### config.mk
export PLATFORM = sky130hd
export DESIGN_NAME = polar_fg_sched
export DESIGN_NICKNAME = d
export VERILOG_FILES = /design/src/rtl/polar_pkg.sv /design/src/rtl/polar_pe.sv /design/src/rtl/polar_fg_sched.sv
export SDC_FILE = /design/constraint.sdc
export NUM_CORES = 1
export LEC_CHECK = 0
export BUFFER_PORTS_ARGS = -buffer_cell sky130_fd_sc_hd__clkbuf_2
export CORE_MARGIN = 5
export CORE_UTILIZATION = 50
export DETAILED_ROUTE_END_ITERATION = 8
export HOLD_SLACK_MARGIN = 0.08
export PLACE_DENSITY = 0.85
export SETUP_SLACK_MARGIN = 0.02
export SYNTH_ARGS = -nofsm -noshare
export SYNTH_HDL_FRONTEND = slang
export SYNTH_HIERARCHICAL = 1
export SYNTH_SLANG_ARGS = --single-unit
### constraint.sdc
create_clock -name clk_i -period 5 [get_ports clk_i]
set_input_delay 1 -clock clk_i [delete_from_list [all_inputs] [get_ports clk_i]]
set_output_delay 1 -clock clk_i [all_outputs]
set_load 0.01 [all_outputs]
### src/rtl/polar_pkg.sv
// polar_pkg: shared types and constants for the polar F/G node scheduler.
//   polar_op_t      - node operation: PL_OP_F (min-sum) or PL_OP_G (add/sub)
//   sched_state_t   - scheduler FSM state, exported on the debug port
//   POLAR_LLR_W     - default signed LLR width
//   LLR_MAX/LLR_MIN - symmetric saturation limits at the default width
//   llr_max()       - positive saturation limit for any LLR width
package polar_pkg;

  typedef enum logic {
    PL_OP_F = 1'b0,
    PL_OP_G = 1'b1
  } polar_op_t;

  typedef enum logic [1:0] {
    ST_IDLE = 2'd0,
    ST_BUSY = 2'd1,
    ST_DONE = 2'd2
  } sched_state_t;

  localparam int POLAR_LLR_W = 8;

  // Symmetric range: -2^(W-1) is never produced, so |x| always fits in W bits.
  localparam logic signed [POLAR_LLR_W-1:0] LLR_MAX = 8'sh7F;
  localparam logic signed [POLAR_LLR_W-1:0] LLR_MIN = 8'sh81;

  function automatic int llr_max(input int w);
    return (2 ** (w - 1)) - 1;
  endfunction

endpackage

### src/rtl/polar_pe.sv
// polar_pe: combinational polar processing element.
//   a_i, b_i : signed LLR operands (never equal to -2^(LLR_W-1))
//   u_i      : partial-sum bit, selects b+a (0) or b-a (1) for G
//   op_i     : PL_OP_F or PL_OP_G
//   res_o    : signed result, saturated to +/-(2^(LLR_W-1)-1)
module polar_pe
  import polar_pkg::*;
#(
  parameter int LLR_W = POLAR_LLR_W
) (
  input  logic signed [LLR_W-1:0] a_i,
  input  logic signed [LLR_W-1:0] b_i,
  input  logic                    u_i,
  input  polar_op_t               op_i,
  output logic signed [LLR_W-1:0] res_o
);

  localparam int SAT = llr_max(LLR_W);

  logic signed [LLR_W:0]   w_max_x;
  logic signed [LLR_W:0]   w_min_x;
  logic signed [LLR_W:0]   w_sum;
  logic        [LLR_W-1:0] w_abs_a;
  logic        [LLR_W-1:0] w_abs_b;
  logic        [LLR_W-1:0] w_min_mag;
  logic                    w_sign;
  logic signed [LLR_W-1:0] w_f_res;
  logic signed [LLR_W-1:0] w_g_res;

  assign w_max_x = (LLR_W+1)'(SAT);
  assign w_min_x = -w_max_x;

  // F: sign(a)^sign(b) applied to min(|a|,|b|); a tie keeps |a|.
  assign w_abs_a   = a_i[LLR_W-1] ? -a_i : a_i;
  assign w_abs_b   = b_i[LLR_W-1] ? -b_i : b_i;
  assign w_min_mag = (w_abs_a <= w_abs_b) ? w_abs_a : w_abs_b;
  assign w_sign    = a_i[LLR_W-1] ^ b_i[LLR_W-1];
  assign w_f_res   = w_sign ? -w_min_mag : w_min_mag;

  // G: one extra bit of headroom, then clamp to the symmetric range.
  assign w_sum = u_i ? ({b_i[LLR_W-1], b_i} - {a_i[LLR_W-1], a_i})
                     : ({b_i[LLR_W-1], b_i} + {a_i[LLR_W-1], a_i});

  always_comb begin
    w_g_res = w_sum[LLR_W-1:0];
    if (w_sum > w_max_x) begin
      w_g_res = w_max_x[LLR_W-1:0];
    end else if (w_sum < w_min_x) begin
      w_g_res = w_min_x[LLR_W-1:0];
    end
  end

  assign res_o = (op_i == PL_OP_G) ? w_g_res : w_f_res;

endmodule

### src/rtl/polar_fg_sched.sv
// polar_fg_sched: serial F/G node scheduler around one time-multiplexed PE.
//   clk_i, rst_i            : clock, synchronous active-high reset
//   req_valid_i/req_ready_o : request handshake (op, LLR vector, u bits)
//   req_op_i, req_llr_i     : node operation and N_LLR-element LLR vector
//   req_u_i                 : partial sums for G, one per output slot
//   res_valid_o/res_ready_i : result handshake
//   res_llr_o               : N_LLR/2-element result vector
//   busy_o                  : FSM not IDLE
//   dbg_state_o             : current FSM state
// Handshakes: a transfer happens on a rising edge where valid and ready
// are both high; the sender holds its data stable until then, and ready
// never depends combinationally on valid.
module polar_fg_sched
  import polar_pkg::*;
#(
  parameter int N_LLR = 8,
  parameter int LLR_W = POLAR_LLR_W
) (
  input  logic                          clk_i,
  input  logic                          rst_i,
  input  logic                          req_valid_i,
  output logic                          req_ready_o,
  input  polar_op_t                     req_op_i,
  input  logic [N_LLR*LLR_W-1:0]        req_llr_i,
  input  logic [N_LLR/2-1:0]            req_u_i,
  output logic                          res_valid_o,
  input  logic                          res_ready_i,
  output logic [(N_LLR/2)*LLR_W-1:0]    res_llr_o,
  output logic                          busy_o,
  output sched_state_t                  dbg_state_o
);

  localparam int HALF = N_LLR / 2;
  localparam int CW   = $clog2(HALF);
  localparam logic [LLR_W-1:0] NEG_MIN   = {1'b1, {(LLR_W-1){1'b0}}};
  localparam logic [LLR_W-1:0] NEG_CLAMP = {1'b1, {(LLR_W-2){1'b0}}, 1'b1};

  sched_state_t                r_state;
  polar_op_t                   r_op;
  logic [N_LLR*LLR_W-1:0]      r_llr;
  logic [HALF-1:0]             r_u;
  logic [CW-1:0]               r_k;
  logic [HALF*LLR_W-1:0]       r_res;
  logic                        r_res_valid;

  logic [N_LLR*LLR_W-1:0]      w_llr_in;
  logic signed [LLR_W-1:0]     w_pe_a;
  logic signed [LLR_W-1:0]     w_pe_b;
  logic signed [LLR_W-1:0]     w_pe_res;

  // Clamp -2^(W-1) on the way in so the PE never has to negate it.
  for (genvar i = 0; i < N_LLR; i++) begin : g_clamp
    assign w_llr_in[i*LLR_W +: LLR_W] =
      (req_llr_i[i*LLR_W +: LLR_W] == NEG_MIN) ? NEG_CLAMP
                                                : req_llr_i[i*LLR_W +: LLR_W];
  end

  assign w_pe_a = r_llr[int'(r_k)*LLR_W +: LLR_W];
  assign w_pe_b = r_llr[(int'(r_k)+HALF)*LLR_W +: LLR_W];

  polar_pe #(.LLR_W(LLR_W)) u_pe (
    .a_i   (w_pe_a),
    .b_i   (w_pe_b),
    .u_i   (r_u[r_k]),
    .op_i  (r_op),
    .res_o (w_pe_res)
  );

  always_ff @(posedge clk_i) begin
    if (rst_i) begin
      r_state     <= ST_IDLE;
      r_op        <= PL_OP_F;
      r_llr       <= '0;
      r_u         <= '0;
      r_k         <= '0;
      r_res       <= '0;
      r_res_valid <= 1'b0;
    end else begin
      case (r_state)
        ST_IDLE: begin
          if (req_valid_i) begin
            r_op    <= req_op_i;
            r_llr   <= w_llr_in;
            r_u     <= req_u_i;
            r_k     <= '0;
            r_state <= ST_BUSY;
          end
        end
        ST_BUSY: begin
          r_res[int'(r_k)*LLR_W +: LLR_W] <= w_pe_res;
          r_k <= r_k + CW'(1);
          if (r_k == CW'(HALF-1)) begin
            r_res_valid <= 1'b1;
            r_state     <= ST_DONE;
          end
        end
        ST_DONE: begin
          if (res_ready_i) begin
            r_res_valid <= 1'b0;
            r_state     <= ST_IDLE;
          end
        end
        default: begin
          r_state     <= ST_IDLE;
          r_res_valid <= 1'b0;
        end
      endcase
    end
  end

  assign req_ready_o = (r_state == ST_IDLE);
  assign busy_o      = (r_state != ST_IDLE);
  assign res_valid_o = r_res_valid;
  assign res_llr_o   = r_res;
  assign dbg_state_o = r_state;

endmodule

==> summary.txt <==
Drt
  • Drt first pass iters: 5
  • Number of DRC markers in iteration 0: between 500 and 600
  • Post-route DRC violation count: 0
  • Final ANT Viol Nets: 0
  • Final WL: ~17,000 µm
  • DR vias: between 6,000 and 7,000
  • Via density: about 5.9
  • Post-DR wirelength/cell: between 15 and 20 µm

Power and ir drop
  • Int Pwr: roughly 1700 µW
  • Leakage: roughly 0.003 µW
  • Sequential share of power: around a third
  • Peak supply drop: around 0.00015 V
  • Power per cell area: 362 nW/µm²
  • Final Total Pwr: ~2700 µW
  • Combinational power share: a little under two fifths
  • Clk pwr share: between 20% and 30%
  • Switching power: 944 µW
  • Sw frac: approximately 35%

Finish
  • Reg area: around 2100 µm²
  • Layout area overhead: 19.6%
  • Final Non-Filler Cells: between 1,000 and 1,500
  • Area occupied by multi-input gates: 3830 µm²
  • Final instance area: 7370 µm²
  • Fillers: ~980
  • Most common cell after layout, fill and taps aside: nand2_1
  • Nets@finish: 944
  • Layout cells sized above 1: roughly a quarter
  • N_diodes: 0
  • Commonest cells after routing, fill and taps aside: 150 x nand2_1, 108 x clkbuf_2, 104 x dfxtp_1

Yosys
  • Syn Area/Cell: roughly 8.3 µm²
  • Ys flop type: dfxtp_1
  • Post-Synth Adder-Cell Area: under 10%
  • Syn nets: roughly 840
  • Main combinational cell family by area after synthesis: simple AND/OR/NAND/NOR gates
  • Compound-Gate Fraction of Synth Area: 19.1%
  • Post-synthesis sequential area ratio: between 30% and 40%
  • Synthesized instance count: 741
  • Mux cell area share after synthesis: about 8%
  • Synth cell types: 70
  • Synth Cell Area: between 6000 and 7000 µm²
  • Asr flop ratio synth: 0%
  • Flops & latches, synth: between 100 and 150
  • Post-Synth Simple-Gate Area: between 20% and 30%
  • Yosys Warn Count: 6
  • Post-synth EDFFs: 0
  • Synth Area in XOR/XNOR: under 10%

CTS
  • CTS Hold Bufs: 0
  • Clock-pin transition on the worst setup and hold timing paths: approximately 70 ps
  • CTS Buffer Depth: 2
  • Num CTS Buffers: 9
  • Htree depth: 3
  • Clk root buf: clkbuf_16
  • CTS Sinks: ~110
  • CTS tree: done
  • Worst-Skew Late Latency: between 300 and 400 ps

Setup path
  • Crit path max fanout: 8
  • R2R cell count: 20
  • Crit Path Class: reg -> reg
  • Worst Setup SP: r_k[1]$_SDFFE_PP0P_
  • R2r startpoint: r_k[1]$_SDFFE_PP0P_
  • Worst setup SP type: register
  • CP Data Required Time: roughly 5300 ps
  • R2R Setup Slk: between 200 and 250 ps
  • Capturing element type of the critical path: register
  • CP Capture Point: res_llr_o[12]$_SDFFE_PP0P_
  • R2R Path End: res_llr_o[12]$_SDFFE_PP0P_
  • Critical path arrival: ~5000 ps

Worst hold path
  • Worst Hold Class: reg -> reg

STA
  • Tmin final: roughly 4800 ps
  • F_max: between 200 and 250 MHz
  • Slew margin rel.: around half
  • Final Hold Viols: 0
  • TNS Setup: 0 ps
  • Fin Clk Skew: about 9.2 ps
  • Final setup viols: 0
  • Fin crit share: about 96%
  • Setup ws final: a little over 200 ps
  • Max Slew Vio Count: 0
  • Worst Max-Slew Pin Slew: just under 800 ps

Floorplan
  • Die area: 14,600 µm²
  • Chip Width: 121 µm
  • Die H: ~120 µm
  • # IOs: between 100 and 150
  • Row count: 40
  • Initial Utilization: around half
  • Core area: between 10,000 and 15,000 µm²

Placement
  • Detail Placement HPWL: between 10,000 and 15,000 µm
  • PortBufs: about 110
  • Post-DP Area: between 6000 and 7000 µm²
  • RePlAce Congestion: 0.957
  • Placed Cells incl. Taps: about 1,000
  • Setup slack at placement: -47.2 ps

Global routing
  • Remaining Overflow, GRT: 0
  • Vias in the first global route: roughly 5,600
  • First-pass GRT wire length: about 26,000 µm
  • Largest net degree at the start of global routing: just under 80
  • GR Util All Layers: about 22%
  • Initial antenna violation count: 0

Flow run
  • Max-Cap Viols: 0

Status
  • Outcome: finished, final reports clean
==> power by group through the flow <==
stage                     Combinational, µW  Clock, µW  Sequential, µW
final                                   999        759             911
after global routing                   1090        800             916
after CTS                               919        756             910
after detailed placement                908          0             929
after global placement                  891          0             929
after floorplan                         678          0             924
==> critical path, stage by stage (launching register included) <==
cell	delay [ps]
dfxtp_4	390
mux4_2	550
inv_2	120
ha_4	170
nor3b_1	370
nor3_1	120
or2_2	310
ha_1	300
nand4_1	170
or2_2	390
o21a_4	160
or2_2	300
nand2_1	80
ha_2	200
and3_4	190
o211ai_1	80
o311ai_1	120
xnor2_1	130
o22ai_2	290
nand4_1	130
a21oi_1	150
==> final cells by class <==
| type | instances | area share, % |
|---|---|---|
| Tap cell | 168 | 2.85 |
| Clock inverter | 5 | 0.951 |
| Clock buffer | 11 | 3.43 |
| Sequential cell | 106 | 28.9 |
| Inverter | 18 | 0.917 |
| Multi-Input combinational cell | 569 | 52.1 |
| Timing Repair Buffer | 140 | 10.9 |
==> synthesized netlist by cell type, drive strengths merged, types with 5 or more instances <==
cell type	count	share of area, %
mux4	17	6.2
a211oi	12	1.5
a31oi	5	0.51
o31ai	6	0.73
a21oi	101	8.5
nor3b	7	1.0
nand2b	5	0.51
inv	18	1.1
a21boi	5	0.61
xor2	13	2.0
clkbuf	23	1.4
buf	25	2.5
nand3	20	1.6
or3	5	0.53
nor2	36	2.2
nor4b	10	1.7
mux2i	8	1.3
dfxtp	106	34
o21ai	9	0.73
xnor2	22	3.1
nand2	150	9.1
ha	26	5.3
a22o	14	2.0
nor3	26	2.1
nor2b	8	0.81
==> how the worst min path moves through the flow <==
| stage | start | endpoint | slack [ps] | cells after the start |
|---|---|---|---|---|
| final | r_llr[25]$_SDFFE_PP0P_ | r_llr[25]$_SDFFE_PP0P_ | 450 | 2 |
| after global routing | r_llr[61]$_SDFFE_PP0P_ | r_llr[61]$_SDFFE_PP0P_ | 470 | 2 |
| after CTS | r_llr[25]$_SDFFE_PP0P_ | r_llr[25]$_SDFFE_PP0P_ | 460 | 2 |
| after detailed placement | res_llr_o[24]$_SDFFE_PP0P_ | res_llr_o[24]$_SDFFE_PP0P_ | 450 | 2 |
| after global placement | r_llr[63]$_SDFFE_PP0P_ | r_llr[63]$_SDFFE_PP0P_ | 440 | 2 |
| after floorplan | r_llr[10]$_SDFFE_PP0P_ | r_llr[10]$_SDFFE_PP0P_ | 430 | 2 |
==> registers in the layout, indices dropped and copies added, names as in the netlist <==
register / cells
res_valid_o: 1
r_llr: 64
res_llr_o: 32
dbg_state_o: 2
r_k: 2
r_u: 4
r_op: 1
==> kinds of logic (layout without fill, tap and decap cells) <==
| logic type | count (synthesis) | after routing |
|---|---|---|
| compound gates | 186 | 186 |
| xor+xnor | 35 | 35 |
| fa+ha+maj | 27 | 27 |
| buf+inv | 66 | 174 |
| flops | 106 | 106 |
| mux | 27 | 27 |
| simple gates | 294 | 294 |
==> metrics by stage <==
| stage | utilization (%) | hold slack [ps] |
|---|---|---|
| final | 61.1 | 454 |
| after detailed placement | 56.7 | 446 |
| after CTS | 59.4 | 455 |
| after global placement | 56.7 | 440 |
| after floorplan | - | 433 |
| after global routing | 61.1 | 474 |
==> layer usage <==
metal	part of all wire [%]	track usage, %	routed length [µm]	up-vias
met5	0	0	0	-
met4	2.7	8.22	458	0
met3	6.9	4.10	1180	43
met2	48	36.6	8330	261
met1	42	28.9	7220	2853
li1	-	-	-	2850
==> timing repair <==
| action | CTS | global route |
|---|---|---|
| pin swaps | 0 | 7 |
| endpoints found under the setup margin | 8 | 28 |
| setup buffers | 0 | 12 |
| gates resized for setup | 3 | 26 |
(Power assumes the default switching activity.)
